`config.mk`:
```
export PLATFORM = sky130hd
export DESIGN_NAME = rps_match_ctrl
export DESIGN_NICKNAME = d
export VERILOG_FILES = /design/src/rtl/rps_pkg.sv /design/src/rtl/rps_judge.sv /design/src/rtl/rps_match_ctrl.sv
export SDC_FILE = /design/constraint.sdc
export NUM_CORES = 1
export LEC_CHECK = 0
export CORE_MARGIN = 10
export CORE_UTILIZATION = 40
export CTS_CLUSTER_SIZE = 20
export DETAILED_ROUTE_END_ITERATION = 10
export PLACE_DENSITY_LB_ADDON = 0.15
export SKIP_LAST_GASP = 1
export SLEW_MARGIN = 15
export SYNTH_ARGS = -nofsm -noshare
export SYNTH_HDL_FRONTEND = slang
export SYNTH_SLANG_ARGS = --single-unit
```
`constraint.sdc`:
```
create_clock -name clk -period 1.54 [get_ports clk]
set_input_delay 0.462 -clock clk [delete_from_list [all_inputs] [get_ports clk]]
set_output_delay 0.462 -clock clk [all_outputs]
set_load 0.01 [all_outputs]
```
`src/rtl/rps_pkg.sv`:
```
// Shared types for the rock-paper-scissors match controller: one-hot move codes,
// round result and winner encodings, and the controller state type.
package rps_pkg;

  localparam logic [2:0] ROCK     = 3'b001;
  localparam logic [2:0] PAPER    = 3'b010;
  localparam logic [2:0] SCISSORS = 3'b100;

  typedef enum logic [1:0] {
    NONE  = 2'b00,
    A_WIN = 2'b01,
    B_WIN = 2'b10,
    TIE   = 2'b11
  } result_e;

  typedef enum logic [1:0] {
    WIN_NONE = 2'b00,
    WIN_A    = 2'b01,
    WIN_B    = 2'b10,
    WIN_DRAW = 2'b11
  } winner_e;

  typedef enum logic [1:0] {
    IDLE = 2'b00,
    EVAL = 2'b01,
    DONE = 2'b10
  } state_e;

endpackage

```
`src/rtl/rps_judge.sv`:
```
// Combinational round judge: compares two one-hot moves and reports the outcome.
// Non-one-hot pairs that are not equal yield NONE.
module rps_judge
  import rps_pkg::*;
(
  input  logic [2:0] move_a,
  input  logic [2:0] move_b,
  output result_e    result
);

  // NOTE: every output of a combinational block gets a default first so no
  // path through the if/else chain leaves it unassigned and infers a latch.
  always_comb begin
    result = NONE;
    if (move_a == move_b) begin
      result = TIE;
    end else if ((move_a == ROCK     && move_b == SCISSORS) ||
                 (move_a == SCISSORS && move_b == PAPER)    ||
                 (move_a == PAPER    && move_b == ROCK)) begin
      result = A_WIN;
    end else if ((move_b == ROCK     && move_a == SCISSORS) ||
                 (move_b == SCISSORS && move_a == PAPER)    ||
                 (move_b == PAPER    && move_a == ROCK)) begin
      result = B_WIN;
    end
  end

endmodule

```
`src/rtl/rps_match_ctrl.sv`:
```
// Match controller: latches submitted moves, judges a round one cycle later,
// keeps scores and declares the winner. Define RPS_TIE_LIMIT_EN to end a match as
// a draw after TIE_LIMIT consecutive ties.
module rps_match_ctrl
  import rps_pkg::*;
#(
  parameter  int WIN_ROUNDS = 3,
  parameter  int TIE_LIMIT  = 5,
  localparam int SCORE_W    = $clog2(WIN_ROUNDS + 1)
) (
  input  logic               clk,
  input  logic               rst_n,
  input  logic [2:0]         move_a,
  input  logic [2:0]         move_b,
  input  logic               move_valid,
  input  logic               submit,
  input  logic               new_match,
  output logic               invalid_pulse,
  output logic               result_valid,
  output logic [1:0]         round_result,
  output logic [SCORE_W-1:0] score_a,
  output logic [SCORE_W-1:0] score_b,
  output logic [7:0]         round_cnt,
  output logic               match_done,
  output logic [1:0]         winner
);

  localparam logic [SCORE_W-1:0] WIN_SCORE = SCORE_W'(WIN_ROUNDS);

  if (WIN_ROUNDS < 1 || TIE_LIMIT < 1) begin : g_bad_params
    $error("rps_match_ctrl: WIN_ROUNDS and TIE_LIMIT must be >= 1");
  end

  state_e             state_q, state_d;
  logic [2:0]         move_a_q, move_a_d;
  logic [2:0]         move_b_q, move_b_d;
  logic               invalid_q, invalid_d;
  logic               result_valid_q, result_valid_d;
  result_e            round_result_q, round_result_d;
  logic [SCORE_W-1:0] score_a_q, score_a_d;
  logic [SCORE_W-1:0] score_b_q, score_b_d;
  logic [7:0]         round_cnt_q, round_cnt_d;
  winner_e            winner_q, winner_d;
  result_e            judge_res;

`ifdef RPS_TIE_LIMIT_EN
  localparam int              TIE_W   = $clog2(TIE_LIMIT + 1);
  localparam logic [TIE_W-1:0] TIE_MAX = TIE_W'(TIE_LIMIT);
  logic [TIE_W-1:0] tie_cnt_q, tie_cnt_d;
`endif

  rps_judge u_judge (
    .move_a (move_a_q),
    .move_b (move_b_q),
    .result (judge_res)
  );

  always_comb begin
    state_d        = state_q;
    move_a_d       = move_a_q;
    move_b_d       = move_b_q;
    invalid_d      = 1'b0;
    result_valid_d = 1'b0;
    round_result_d = round_result_q;
    score_a_d      = score_a_q;
    score_b_d      = score_b_q;
    round_cnt_d    = round_cnt_q;
    winner_d       = winner_q;
`ifdef RPS_TIE_LIMIT_EN
    tie_cnt_d      = tie_cnt_q;
`endif

    // A restart wins over anything else, including a round waiting in EVAL.
    if (new_match) begin
      state_d        = IDLE;
      round_result_d = NONE;
      score_a_d      = '0;
      score_b_d      = '0;
      round_cnt_d    = '0;
      winner_d       = WIN_NONE;
`ifdef RPS_TIE_LIMIT_EN
      tie_cnt_d      = '0;
`endif
    end else begin
      unique case (state_q)
        IDLE: begin
          if (submit && move_valid) begin
            move_a_d = move_a;
            move_b_d = move_b;
            state_d  = EVAL;
          end else if (submit) begin
            invalid_d = 1'b1;
          end
        end
        EVAL: begin
          result_valid_d = 1'b1;
          round_result_d = judge_res;
          round_cnt_d    = round_cnt_q + 8'd1;
          state_d        = IDLE;
          if (judge_res == A_WIN) score_a_d = score_a_q + SCORE_W'(1);
          if (judge_res == B_WIN) score_b_d = score_b_q + SCORE_W'(1);
          if (score_a_d == WIN_SCORE) begin
            state_d  = DONE;
            winner_d = WIN_A;
          end else if (score_b_d == WIN_SCORE) begin
            state_d  = DONE;
            winner_d = WIN_B;
          end
`ifdef RPS_TIE_LIMIT_EN
          if (judge_res == TIE) begin
            tie_cnt_d = tie_cnt_q + TIE_W'(1);
            if (tie_cnt_d == TIE_MAX) begin
              state_d  = DONE;
              winner_d = WIN_DRAW;
            end
          end else begin
            tie_cnt_d = '0;
          end
`endif
        end
        DONE: ;
        default: state_d = IDLE;
      endcase
    end
  end

  // NOTE: sequential state uses non-blocking assignments so every flop samples
  // the pre-edge values, independent of statement order.
  always_ff @(posedge clk or negedge rst_n) begin
    if (!rst_n) begin
      state_q        <= IDLE;
      move_a_q       <= '0;
      move_b_q       <= '0;
      invalid_q      <= 1'b0;
      result_valid_q <= 1'b0;
      round_result_q <= NONE;
      score_a_q      <= '0;
      score_b_q      <= '0;
      round_cnt_q    <= '0;
      winner_q       <= WIN_NONE;
    end else begin
      state_q        <= state_d;
      move_a_q       <= move_a_d;
      move_b_q       <= move_b_d;
      invalid_q      <= invalid_d;
      result_valid_q <= result_valid_d;
      round_result_q <= round_result_d;
      score_a_q      <= score_a_d;
      score_b_q      <= score_b_d;
      round_cnt_q    <= round_cnt_d;
      winner_q       <= winner_d;
    end
  end

`ifdef RPS_TIE_LIMIT_EN
  always_ff @(posedge clk or negedge rst_n) begin
    if (!rst_n) tie_cnt_q <= '0;
    else        tie_cnt_q <= tie_cnt_d;
  end
`endif

  assign invalid_pulse = invalid_q;
  assign result_valid  = result_valid_q;
  assign round_result  = round_result_q;
  assign score_a       = score_a_q;
  assign score_b       = score_b_q;
  assign round_cnt     = round_cnt_q;
  assign match_done    = (state_q == DONE);
  assign winner        = winner_q;

endmodule
```
# == After elaboration in Yosys (flattened, before gate mapping) ==
# Index checks and enable logic that the tools add are counted.
# totals
reg_bits,26
in_bits,11
output_inout_bits,19
word_cells,78
# op_classes
reduce_logical,17
bitwise,1
add_sub_neg,3
eq_ne,15
n_mux,32
# ops
cell,count
$mux 2,23
$mux 8,2
$add 8x1->8 const B,1
$eq 2x2->1 const B,4
$logic_and 1x1->1,7
$eq 3x1->1 const B,2
$eq 3x2->1 const B,2
$eq 3x3->1 const B,2
$mux 1,6
$pmux 2 s3,1
$add 2x1->2 const B,2
$eq 2x1->1 const B,2
$logic_or 1x1->1,4
$reduce_and 2->1,2
$eq 3x3->1,1
$ne 3x3->1 const B,1
$reduce_and 3->1,1
$reduce_bool 3->1,1
$logic_not 2->1,1
$ne 2x2->1 const B,1
$reduce_bool 2->1,1
$not 1->1,1

# == Logic depth before layout (Yosys ltp) ==
# Gate-level depths: netlist of the first run.
# depth
word_depth,16
ltp_mapped,6
mapped_depth_nobuf,5

# == Hierarchy ==
# Synthesis of the first run repeated with hierarchy kept, for this count alone.
# unflattened
hier_cells,126
hier_area_um2,1357.6
# modules_own_cells
module,cells_per_inst,n_inst,area_each_um2,seq_area_each_um2
rps_match_ctrl,109,1,1221.2,650.6
rps_judge,17,1,136.4,0.0

# == Least setup slack after synthesis of the first run ==
# Ideal clock, no wire load.
# synth_path
path_kind,register to register
start,reg move_a_q[0]
end,"reg winner_q[1], in the netlist winner[1]"
t_required_ns,1.446
setup_time_ns,0.094
stages_incl_launch_ff,6
period_less_slack_ns,1.582
t_arrival_ns,1.488
path_buffers,0
path_slack_ns,-0.042
path_cell_list,dfrtp_1 > nor4b_4 > nand3b_1 > nand3_2 > nand4b_4 > a221oi_2
# synth_via
elab_chain_len,15
elab_cells_between_ends,32
cone_classes,eq/ne: 8; mux: 12; reduce/logical: 12
# synth_rtl
element,line_no,source
from (decl),rps_match_ctrl.sv:35,"logic [2:0] move_a_q, move_a_d;"
from (signal assigned),rps_match_ctrl.sv:143,move_a_q <= move_a_d;
$eq 3x3->1 or $eq 3x2->1 (tied branches),--,
"$logic_and 1x1->1, on equally long branches","rps_judge.sv:21, rps_judge.sv:22",
$logic_or 1x1->1,rps_judge.sv:21,end else if ((move_b == ROCK && move_a == SCISSORS) ||
$logic_or 1x1->1,rps_judge.sv:22,(move_b == SCISSORS && move_a == PAPER) ||
$mux 2,rps_judge.sv:21,
$mux 2,rps_judge.sv:17,end else if ((move_a == ROCK && move_b == SCISSORS) ||
$mux 2 (*),rps_judge.sv:15,if (move_a == move_b) begin
$eq 2x1->1,rps_match_ctrl.sv:100,if (judge_res == A_WIN) score_a_d = score_a_q + SCORE_W'(1);
$mux 2,rps_match_ctrl.sv:100,
$mux 2,rps_match_ctrl.sv:85,unique case (state_q)
$mux 2,rps_match_ctrl.sv:74,if (new_match) begin
$eq 2x2->1,rps_match_ctrl.sv:102,if (score_a_d == WIN_SCORE) begin
$mux 2,rps_match_ctrl.sv:102,
$mux 2,rps_match_ctrl.sv:85,
$mux 2,rps_match_ctrl.sv:74,
to (signal assigned),rps_match_ctrl.sv:151,winner_q <= winner_d;
to (decl),rps_match_ctrl.sv:43,"winner_e winner_q, winner_d;"
# Every way passes the cells marked *; elsewhere a longest branch is shown, timed or not. The select of a mux whose other input is x is not followed.
# A chain may end at the register's enable or synchronous reset.

# == Worst setup path after layout of the first run ==
# layout_path
start,reg move_b_q[2]
end,reg state_q[1]
# layout_via
elab_chain_len,16
elab_cells_between_ends,31
cone_classes,eq/ne: 8; mux: 13; reduce/logical: 10
# layout_rtl
element,line_no,source
from (decl),rps_match_ctrl.sv:36,"logic [2:0] move_b_q, move_b_d;"
from (signal assigned),rps_match_ctrl.sv:144,move_b_q <= move_b_d;
$eq 3x1->1 or $eq 3x3->1 (tied branches),--,
"$logic_and 1x1->1, on equally long branches","rps_judge.sv:21, rps_judge.sv:22",
$logic_or 1x1->1,rps_judge.sv:21,
$logic_or 1x1->1,rps_judge.sv:22,
$mux 2,rps_judge.sv:21,
$mux 2,rps_judge.sv:17,
$mux 2 (*),rps_judge.sv:15,
$eq 2x2->1,rps_match_ctrl.sv:101,if (judge_res == B_WIN) score_b_d = score_b_q + SCORE_W'(1);
$mux 2,rps_match_ctrl.sv:101,
$mux 2,rps_match_ctrl.sv:85,
$mux 2,rps_match_ctrl.sv:74,
$eq 2x2->1,rps_match_ctrl.sv:105,end else if (score_b_d == WIN_SCORE) begin
$mux 2,rps_match_ctrl.sv:105,
$mux 2 (*),rps_match_ctrl.sv:102,
$pmux 2 s3 (*),rps_match_ctrl.sv:85,
$mux 2 (*),rps_match_ctrl.sv:74,
to (signal assigned),rps_match_ctrl.sv:142,state_q <= state_d;
to (decl),rps_match_ctrl.sv:34,"state_e state_q, state_d;"
# Marked as above.

==> reports/results.ini, run 1 <==
[logic_synthesis]
yosysTopAreaCell=dfrtp_1
synthCells=136
synth.net_count=148
synth_top_area_frac=0.477
ys_ff_latch=26
ys_warn_count=0
synth_edf_count=0
syn_area_per_cell_um2=10.0
synth_flop_cell=dfrtp_1
yosysSeqAreaShare=0.477
ys_types=39
syn-cell-area_um2=1360
async_flop_share=1.00
synth_area_leaders=dfrtp_1 48%, nand2_1 6.6%, xnor2_1 5.1%

[setup_path]
worstSetupPathType=reg -> reg
critPathMaxStageDelay_ns=0.48
r2r_slack_ns=-0.18
worstSetupStartpoint=move_b_q[2]
crit_end=state_q[1]
start_kind=flip-flop
slowest_stage=dfrtp_2
ff2ff_path_depth=5
reg2reg_to=state_q[1]
rr_startpoint=move_b_q[2]
cp_max_fo=5
critPathArrivalTime_ns=1.97
crit_buf_inv=0
endpoint_kind=flip-flop
crit_chain=nand4bb_4 -> a211o_1 -> a211oi_2 -> nand2_2 -> o221ai_2
cp.depth=5
cp.required_ns=1.79
crit_family=compound AO/OA/AOI/OAI gates

[placed_design]
dp_hpwl_um=2380
dp.cells=227
port_buffers=29
gp_congestion=0.768

[timing]
rsz0062_at_grt=true
tightest_slew_ns=0.356
max_freq_ghz=0.581
drv_slew=0
layout_setup_ws_ns=-0.181
layout_min_cycle_time_ns=1.72
slew_headroom=0.761
setup_viol=8
report.final.hold_viol_count=0
fin_skew_ns=0.00361
fin_crit_sh=1.12

[pwr]
leakage_uw=0.00105
irDropWorstVdd_v=0.000459
finalPower_uw=1530
power_density_nw_per_um2=734

[floorplan]
die_x_um=78.4
rows=21
pin_count=30
die_area_um2=6140
die_y_um=78.4
core_area_um2=3310
initial_core_util=0.412

[run_status]
status=complete, but fails checks
violations=negative setup slack

[drt]
vias_per_cell=4.95
drc=0
first_iter_violations=54
vias=1232
ant_nets=0
drt_first_pass_iters=4
route.final.wire_length_um=3400
wl_per_cell_um=13.7

[clocking]
cts.reportedPaths.clkPinSlew_ns=0.14
cts_max_path_buffers=2
cts.sinks=26
cts_tree=built
cts_hold_buf=0
htreeDepth=1
cts_buffers=3
clk_latency_ns=0.32
root_buffer=clkbuf_4

[final_layout]
fill_cells=284
area_delta_synth_final_pct=52.9
instances_no_fill=249
nNetsFinal=216
drive_gt1_frac=0.325
antenna_cells=0

[grt]
grt_pass1_vias=1201
grt_pass1_wl_um=5710
track_usage=0.112
grt_max_degree=27
antenna_found_initial=0
overflow=0

[run]
drv_cap=0

[worst_hold_path]
min_path_type=in -> async

==> logic make-up (layout without fill, tap and decap cells) <==
logic type | Yosys count | count (layout) | share of synthesized area
compound gates | 18 | 18 | 0.113
xor+xnor | 13 | 13 | 0.0835
fa+ha+maj | 1 | 1 | 0.00917
buf+inv | 9 | 76 | 0.0257
flops | 26 | 26 | 0.477
simple gates | 69 | 69 | 0.292
==> state kept, by name, summed over array words and instances (netlist names), 2 cells and up <==
signal and cells:
move_b_q 3, score_b 2, score_a 2, round_result 2, round_cnt 8, move_a_q 3
winner 2, state_q 2
==> synth_stat cells (all sizes together), types with 3 or more instances <==
| library cell | instances |
|---|---|
| nand3 | 4 |
| nor2 | 15 |
| o21ai | 3 |
| nor2b | 5 |
| xnor2 | 8 |
| inv | 5 |
| a21oi | 5 |
| a211oi | 3 |
| dfrtp | 26 |
| xor2 | 5 |
| nand2 | 24 |
| nand2b | 3 |
==> through the flow <==
| stage | hold WS, ns | utilization | setup TNS (ns) | instance area (um2) | setup slack (ns) |
|---|---|---|---|---|---|
| 2_1_floorplan | 0.166 | - | -0.0185 | 1370 | -0.0185 |
| 3_3_place_gp | 0.525 | 0.562 | -2.54 | 1860 | -0.278 |
| 3_5_place_dp | 0.533 | 0.562 | -3.21 | 1860 | -0.333 |
| 4_1_cts | 0.485 | 0.616 | -0.809 | 2040 | -0.152 |
| 5_1_grt | 0.490 | 0.630 | -1.87 | 2090 | -0.289 |
| 6_report | 0.480 | 0.630 | -0.931 | 2090 | -0.181 |
==> how the worst min path moves through the flow <==
stage	endpoint	slack, ns	cells after the start
2_1_floorplan	invalid_pulse	0.17	0
3_3_place_gp	winner[1]	0.53	2
3_5_place_dp	winner[1]	0.53	2
4_1_cts	round_cnt[2]	0.48	2
5_1_grt	winner[0]	0.49	2
6_report	round_cnt[2]	0.48	2
==> cell usage in the layout (no fill, tap or decap), types with 2 or more instances in the layout <==
cell	n
a21oi_2	2
dlygate4sd2_1	17
nand2_1	23
and2_1	2
buf_4	35
a21oi_1	3
nand4bb_4	2
a211oi_2	2
nand3_2	2
inv_1	5
nand3b_1	2
and4bb_1	2
dfrtp_1	23
buf_6	2
nand2b_1	3
nand3_1	2
xor2_1	5
clkbuf_4	3
nor2b_1	3
nor2b_2	2
nor2_1	14
o21ai_0	2
clkdlybuf4s50_1	10
dfrtp_2	3
and3_1	2
xnor2_1	8
nand4_1	2
==> worst reg2reg max path: stages (launching register included) <==
cell	delay, ns
dfrtp_2	0.48
nand4bb_4	0.26
a211o_1	0.32
a211oi_2	0.32
nand2_2	0.13
o221ai_2	0.14
==> layer usage <==
| metal | wire (um) | part of all wire | global-route usage | vias up |
|---|---|---|---|---|
| met1 | 1480 | 0.43 | 0.135 | 594 |
| met5 | 0 | 0 | 0 | - |
| met4 | 36 | 0.011 | 0.0376 | 0 |
| li1 | - | - | - | 601 |
| met3 | 180 | 0.053 | 0.0262 | 4 |
| met2 | 1710 | 0.50 | 0.190 | 33 |
==> where the power goes <==
part	internal, uW	switching [uW]	total (uW)	leakage, uW
registers	723	51.7	774	0.000349
logic	255	201	456	0.000689
clock network	101	200	302	0.0000150
==> timing repair <==
item,4_1_cts,5_1_grt
pin swaps,10,5
endpoints found under the setup margin,27,18
gates resized for setup,28,11
setup buffers,16,2
==> area by class of cell <==
| type | count | area, um2 | share of cell area |
|---|---|---|---|
| flip-flops and latches | 26 | 654 | 0.314 |
| inverters | 5 | 18.8 | 0.00900 |
| clock buffers | 4 | 26.3 | 0.0126 |
| multi-input cells | 101 | 759 | 0.364 |
| well taps | 46 | 57.6 | 0.0276 |
| repair buffers | 67 | 569 | 0.273 |
No activity file was read; power rests on OpenSTA's default activity.
==> run 2: changes to the inputs <==
CORE_ASPECT_RATIO = 0.6   (was default)
==> reports/results.ini, run 2 (synthesized netlist as in run 1, its figures left out) <==
[grt]
track_usage=0.126
overflow=0
grt_pass1_wl_um=6390
antenna_found_initial=0
grt_max_degree=27
grt_pass1_vias=1286

[timing]
fin_crit_sh=1.14
rsz0062_at_grt=true
fin_skew_ns=0.00189
tightest_slew_ns=0.448
hold_ws_ns=0.534
layout_setup_ws_ns=-0.213
drv_slew=0
report.final.hold_viol_count=0
slew_headroom=0.701
max_freq_ghz=0.570
layout_min_cycle_time_ns=1.75
setup_viol=7

[placed_design]
placed_area_um2=1870
dp_hpwl_um=2610
port_buffers=29
gp_congestion=0.774

[clocking]
root_buffer=clkbuf_8
cts.sinks=26
cts_max_path_buffers=2
clk_latency_ns=0.27
cts.reportedPaths.clkPinSlew_ns=0.09
cts_tree=built
cts_buffers=3
htreeDepth=1
cts_hold_buf=0

[floorplan]
die_area_um2=6220
core_area_um2=3260
pin_count=30
initial_core_util=0.418
die_y_um=65.2
rows=16
die_x_um=95.4

[drt]
drc=0
route.final.wire_length_um=3750
ant_nets=0
wl_per_cell_um=15.3
drt_first_pass_iters=4
vias_per_cell=4.96
first_iter_violations=84
vias=1215

[setup_path]
r2r_slack_ns=-0.21
cp_max_fo=6
critPathArrivalTime_ns=1.91
cpMostUsedCell=buf_4
ff2ff_path_depth=7
slowest_stage=dfrtp_2
start_kind=flip-flop
crit_chain=nor4b_4 -> nand3b_1 -> buf_4 -> buf_4 -> a21oi_2 -> xnor2_1 -> nor2_1
rr_startpoint=move_b_q[2]
cp.required_ns=1.69
worstSetupPathType=reg -> reg
critPathMaxStageDelay_ns=0.47
endpoint_kind=flip-flop
reg2reg_to=score_b[0]

[final_layout]
drive_gt1_frac=0.345
largest_reg_flops=8
fill_cells=255
nNetsFinal=213
layout_common_cells=30 x buf_4, 23 x nand2_1, 23 x dfrtp_1
layout_commonest_cell=buf_4
seqCellArea_um2=654
multi_input_area_um2=783
area_delta_synth_final_pct=56.7
final_cell_area_um2=2140
antenna_cells=0
final_core_util=0.655

[pwr]
power_density_nw_per_um2=849
irDropWorstVdd_v=0.000646
leakage_uw=0.00106

[worst_hold_path]
min_path_type=in -> async

[run_status]
violations=negative setup slack
status=complete, but fails checks

[run]
drv_cap=0

==> run 2: changes by cell type in the layout (fill, tap and decap cells not counted), sizes merged <==
cell           previous run  this run
clkdlybuf4s15             1         0
clkbuf                    5         4
buf                      38        35
dlygate4sd2              17        18
bufinv                    0         1
==> run 2: through the flow <==
stage,setup TNS (ns),worst slack (ns),std cells,total power (uW)
finish,-0.952,-0.213,245,1820
global route,-1.72,-0.276,245,1900
CTS,-0.790,-0.171,243,1790
detailed placement,-2.65,-0.288,228,1130
global placement,-2.57,-0.270,228,1120
floorplan,-0.0185,-0.0185,136,957
==> run 2: repair_timing <==
| item | in CTS | in global routing |
|---|---|---|
| setup buffers | 11 | 2 |
| gates resized for setup | 36 | 12 |
| setup endpoints to repair | 32 | 18 |
| pin swaps | 20 | 12 |
==> run 2: layout make-up <==
cell class                 instances  share of cell area
sequential                        26               0.306
timing repair buffer              64               0.259
inverter                           5             0.00878
tap                               45              0.0263
clock inverter                     1              0.0141
clock buffer                       3              0.0193
multi-input combinational        101               0.367
==> run 2: power by group <==
| part | internal [uW] | leakage (uW) | switching, uW |
|---|---|---|---|
| Combinational | 257 | 0.000677 | 206 |
| Sequential | 722 | 0.000349 | 60.2 |
| Clock | 348 | 0.0000357 | 221 |
| Total | 1330 | 0.00106 | 488 |
==> run 2: worst max-delay path by stage <==
stage / start / to / slack [ns] / depth (start not counted)
floorplan: move_b_q[2] / winner[1] / -0.02 / 5
detailed placement: new_match / move_b_q[0] / -0.29 / 6
global route: move_b_q[2] / score_b[1] / -0.28 / 6
CTS: move_b_q[2] / state_q[1] / -0.17 / 5
global placement: new_match / move_b_q[0] / -0.27 / 6
finish: move_b_q[2] / score_b[0] / -0.21 / 7
==> run 2: critical path: cells and delay by family, from the launching register on <==
kind	cells	cell delay, ns
and+or+nand+nor	3	0.57
DFF	1	0.47
buffers and inverters	2	0.33
AOI/OAI and AO/OA	1	0.13
xor gates and xnor gates	1	0.13
==> run 2: metal layers <==
metal | share of wire | up-vias | track usage
li1 | - | 596 | -
met1 | 0.46 | 585 | 0.174
met2 | 0.45 | 32 | 0.186
met3 | 0.084 | 2 | 0.0476
met4 | 0.0040 | 0 | 0.0165
met5 | 0 | - | 0
